[config.mk]
export PLATFORM = sky130hd
export DESIGN_NAME = seq_divider
export DESIGN_NICKNAME = d
export VERILOG_FILES = /design/src/rtl/seq_divider_pkg.sv /design/src/rtl/seq_divider_step.sv /design/src/rtl/seq_divider.sv
export SDC_FILE = /design/constraint.sdc
export NUM_CORES = 1
export LEC_CHECK = 0
export ABC_AREA = 1
export BUFFER_PORTS_ARGS = -buffer_cell sky130_fd_sc_hd__buf_2
export CAP_MARGIN = 20
export CELL_PAD_IN_SITES_DETAIL_PLACEMENT = 0
export CELL_PAD_IN_SITES_GLOBAL_PLACEMENT = 1
export CORE_ASPECT_RATIO = 0.7
export CORE_UTILIZATION = 41
export DETAILED_ROUTE_END_ITERATION = 12
export PLACE_DENSITY_LB_ADDON = 0.15
export SKIP_LAST_GASP = 1
export SYNTH_ARGS = -nofsm -noshare
export SYNTH_HDL_FRONTEND = slang
export SYNTH_SLANG_ARGS = --single-unit
[constraint.sdc]
create_clock -name clk -period 2 [get_ports clk]
set_input_delay 0.4 -clock clk [delete_from_list [all_inputs] [get_ports clk]]
set_output_delay 0.4 -clock clk [all_outputs]
set_load 0.03 [all_outputs]
[src/rtl/seq_divider_pkg.sv]
// Shared definitions for the sequential restoring divider: FSM state encoding
// and counter sizing used by the RTL and its bench.
package seq_divider_pkg;
   typedef logic [1:0] state_t;

   localparam state_t ST_IDLE = 2'd0;
   localparam state_t ST_RUN  = 2'd1;
   localparam state_t ST_DONE = 2'd2;

   // Counter must hold the value WIDTH itself, not just WIDTH-1.
   function automatic int cnt_w(input int width);
      return $clog2(width + 1);
   endfunction
endpackage

[src/rtl/seq_divider_step.sv]
// One combinational restoring-division step: shift in the next dividend bit,
// trial-subtract the divisor, keep the difference if it did not go negative.
module div_step #(
   parameter int WIDTH = 8
) (
   input  logic [WIDTH:0]   p_i,
   input  logic [WIDTH-1:0] q_i,
   input  logic [WIDTH-1:0] divisor_i,
   output logic [WIDTH:0]   p_o,
   output logic [WIDTH-1:0] q_o
);
   logic [WIDTH:0] p_sh;
   logic [WIDTH:0] trial;

   always_comb begin
      p_sh  = {p_i[WIDTH-1:0], q_i[WIDTH-1]};
      trial = p_sh - {1'b0, divisor_i};
      if (!trial[WIDTH]) begin
         p_o = trial;
         q_o = {q_i[WIDTH-2:0], 1'b1};
      end else begin
         p_o = p_sh;
         q_o = {q_i[WIDTH-2:0], 1'b0};
      end
   end
endmodule

[src/rtl/seq_divider.sv]
// Unsigned sequential restoring divider, one quotient bit per clock, with a
// start/done handshake; results hold until the next completed division.
module seq_divider
   import seq_divider_pkg::*;
#(
   parameter int WIDTH = 8
) (
   input  logic             clk,
   input  logic             rst_n,
   input  logic             start,
   input  logic [WIDTH-1:0] dividend,
   input  logic [WIDTH-1:0] divisor,
   output logic             ready,
   output logic             done,
   output logic [WIDTH-1:0] quotient,
   output logic [WIDTH-1:0] remainder,
   output logic             div_by_zero
);
   localparam int CW = cnt_w(WIDTH);

   state_t           state_q, state_d;
   logic [CW-1:0]    cnt_q, cnt_d;
   logic [WIDTH:0]   p_q, p_d, p_nxt;
   logic [WIDTH-1:0] q_q, q_d, q_nxt;
   logic [WIDTH-1:0] dvs_q, dvs_d;
   logic [WIDTH-1:0] quot_q, quot_d, rem_q, rem_d;
   logic             dbz_q, dbz_d;
   logic             accept, last_step;

   div_step #(.WIDTH(WIDTH)) u_step (
      .p_i       (p_q),
      .q_i       (q_q),
      .divisor_i (dvs_q),
      .p_o       (p_nxt),
      .q_o       (q_nxt)
   );

   assign accept    = ready && start;
   assign last_step = (state_q == ST_RUN) && (cnt_q == CW'(1));

   always_ff @(posedge clk) begin
      if (!rst_n) state_q <= ST_IDLE;
      else        state_q <= state_d;
   end

   always_comb begin
      state_d = state_q;
      case (state_q)
         ST_IDLE, ST_DONE: begin
            if (start)                  state_d = (divisor == '0) ? ST_DONE : ST_RUN;
            else if (state_q == ST_DONE) state_d = ST_IDLE;
         end
         ST_RUN:  if (cnt_q == CW'(1)) state_d = ST_DONE;
         default: state_d = ST_IDLE;
      endcase
   end

   always_comb begin
      ready = (state_q == ST_IDLE) || (state_q == ST_DONE);
      done  = (state_q == ST_DONE);
   end

   // Results only change on entry to DONE; divide-by-zero skips RUN entirely.
   always_comb begin
      cnt_d  = cnt_q;
      p_d    = p_q;
      q_d    = q_q;
      dvs_d  = dvs_q;
      quot_d = quot_q;
      rem_d  = rem_q;
      dbz_d  = dbz_q;
      if (accept) begin
         dvs_d = divisor;
         p_d   = '0;
         q_d   = dividend;
         dbz_d = (divisor == '0);
         if (divisor == '0) begin
            cnt_d  = '0;
            quot_d = '1;
            rem_d  = dividend;
         end else begin
            cnt_d = CW'(WIDTH);
         end
      end else if (state_q == ST_RUN) begin
         p_d   = p_nxt;
         q_d   = q_nxt;
         cnt_d = cnt_q - CW'(1);
         if (last_step) begin
            quot_d = q_nxt;
            rem_d  = p_nxt[WIDTH-1:0];
         end
      end
   end

   always_ff @(posedge clk) begin
      if (!rst_n) begin
         cnt_q  <= '0;
         p_q    <= '0;
         q_q    <= '0;
         dvs_q  <= '0;
         quot_q <= '0;
         rem_q  <= '0;
         dbz_q  <= 1'b0;
      end else begin
         cnt_q  <= cnt_d;
         p_q    <= p_d;
         q_q    <= q_d;
         dvs_q  <= dvs_d;
         quot_q <= quot_d;
         rem_q  <= rem_d;
         dbz_q  <= dbz_d;
      end
   end

   assign quotient    = quot_q;
   assign remainder   = rem_q;
   assign div_by_zero = dbz_q;
endmodule

==> flow_summary_export.csv <==
group,metric,value,unit
sta,worst_pin_slew,296,ps
floorplanning,die_h,67.7,µm
place,place_inst,460,
clocking,clock_sinks,47,
global_routing,grt_pass1_vias,2085,
yosys,synthesis.instances,351,
global_routing,globalRouteMet2Util,0.308,
route,vias_per_cell,4.92,
outcome,status,"finished, final reports clean",
yosys,ys_warn_count,0,
setup_path,crit_path_end_kind,"flop",
final_layout,diodes,0,
clocking,clkTransAtPathRegs,90,ps
global_routing,grt_pass1_wl,10000,µm
sta,min_period,1930,ps
yosys,syn_nets,381,
route,routed_wl,6450,µm
sta,finalSetupViolCount,0,
global_routing,busiest_layer,"met1",
sta,period_share,0.967,
route,dr.pass1.iters,5,
pwr,power_density,904,nW/µm²
setup_path,crit_path_start_kind,"flop",
final_layout,final_cells,471,
hold_path,min_path_type,"primary input to flop",
sta,fin_skew,8.61,ps
setup_path,critPathMaxFanout,4,
pwr,ir_worst_vdd,0.423,mV
global_routing,use_met1,0.309,
global_routing,grt_max_degree,25,
final_layout,syn_to_final_growth,20.6,%
final_layout,final_area,3050,µm²
route,wire_per_inst,13.7,µm
floorplanning,ios,38,
sta,fin_hold_ws,384,ps
clocking,cts_tree,"yes",
yosys,yosysUniqueCellTypes,36,
clocking,numCtsBuffers,5,
route,detail_route.iter0.violations,128,
setup_path,critical_path.startpoint,"q_q[7]",
sta,max_freq,517,MHz
final_layout,final_cell_mix,"96 x nand2_1, 52 x inv_1, 45 x dfxtp_1",
setup_path,required,2200,ps
clocking,cts_max_path_buffers,2,
sta,relSlewSlack,0.802,
place,placed_area,2790,µm²
final_layout,fin_util,0.521,
clocking,insertion_delay,310,ps
final_layout,final_common_cell,"nand2_1",
final_layout,nets,425,
yosys,ys_seq_area_frac,0.373,
floorplanning,start_util,0.432,
run,maxCapViolations,0,
yosys,avgSynthCellArea,7.19,µm²
pwr,p_total,2.75,mW
setup_path,worstPathArrival,2140,ps
place,place_congestion,0.857,
sta,slew_viol_final,0,
global_routing,antenna_found_initial,0,
yosys,synth_seq_cells,47,
route,drtAntennaViolNets,0,
setup_path,r2r_start,"q_q[7]",
final_layout,drive_above_1_share,0.255,
setup_path,path_class,"flop to flop",
global_routing,met3_usage,0.0405,
global_routing,grt-ovfl-total,0,
route,route.detailed.drc,0,
pwr,p_leak,1.50,nW
floorplanning,die_area,6480,µm²
clocking,htree_num_levels,2,
floorplanning,core-area,5840,µm²
floorplanning,num_rows,23,
clocking,hold_buffers,0,
yosys,syn_area,2520,µm²
hold_path,min_from,"dividend[3]",
global_routing,grt_usage,0.209,
place,portBuffers,37,
clocking,clockRootBuffer,"clkbuf_8",
place,dp_hpwl,4760,µm
floorplanning,die_x,95.8,µm
sta,hold_violations,0,
route,vias,2316,
## flip-flops by register name, indices dropped and copies added (netlist names)
name         flops
p_q              8
dvs_q            8
quotient         8
state_q          2
cnt_q            4
q_q              8
remainder        8
div_by_zero      1
## synth_stat cells (all sizes together)
cell type | count | area share
nor3 | 1 | 0.0020
clkbuf | 2 | 0.0030
a21oi | 30 | 0.073
inv | 57 | 0.088
o221ai | 7 | 0.024
fa | 1 | 0.0079
a31oi | 8 | 0.020
buf | 8 | 0.022
ha | 10 | 0.050
nand2 | 108 | 0.17
clkinv | 1 | 0.0015
nand3 | 15 | 0.032
o21ai | 23 | 0.059
dfxtp | 47 | 0.37
xor2 | 3 | 0.010
xnor2 | 1 | 0.0035
nor2 | 26 | 0.053
or2 | 2 | 0.0050
o22ai | 1 | 0.0025
## power by group
group / leakage [nW] / switching (mW) / internal, mW
clock network: 0.0654 / 0.332 / 0.500
registers: 0.385 / 0.0493 / 1.00
logic: 1.05 / 0.566 / 0.302
## area by class of cell
class | count | area [µm²]
clock buffers | 6 | 72.6
clock inverters | 2 | 60.1
fillers | 599 | 2800
inverters | 58 | 225
multi-input cells | 238 | 1410
flip-flops and latches | 47 | 943
well taps | 75 | 93.8
repair buffers | 45 | 245
## per-layer routing
layer,share of wire,routed length (µm)
met2,0.41,2640
met5,0,0
met4,0.010,65
met1,0.53,3450
met3,0.047,306
## path summary, 6_finish.rpt
check                                end  slack (ps)  depth (start not counted)
worst max-delay path              p_q[5]          70                         14
worst min-delay path              q_q[3]         380                          3
worst max register to register    p_q[5]          70                         14
worst min register to register  dvs_q[3]         470                          2
## critical path: stages, from the launching register on
cell and delay, ps:
dfxtp_2 330, inv_2 50, ha_2 170, inv_2 50
fa_2 370, nand2_2 80, nand2_2 80, nand3_4 120
nand2_4 80, nand2_4 110, nand2_4 70, nand2_1 60
nand2_1 70, o21ai_1 160, inv_1 50
## through the flow
step	setup TNS, ps	setup WS [ps]
after floorplan	0	241
after global placement	0	82.2
after detailed placement	0	33.7
after CTS	0	21.4
after global routing	-30.8	-22.0
final	0	66.5
## kinds of logic after synthesis
| logic type | synth area share |
|---|---|
| AO/OA/AOI/OAI | 0.178 |
| XOR/XNOR | 0.0139 |
| adder cells (fa/ha/maj) | 0.0575 |
| buffers and inverters | 0.114 |
| flip-flops | 0.373 |
| AND/OR/NAND/NOR | 0.263 |
## timing repair
action | 4_1_cts | 5_1_grt
resized for setup | 0 | 27
setup buffers | 0 | 1
setup endpoints to repair | 0 | 16
No activity file was read; power rests on OpenSTA's default activity.
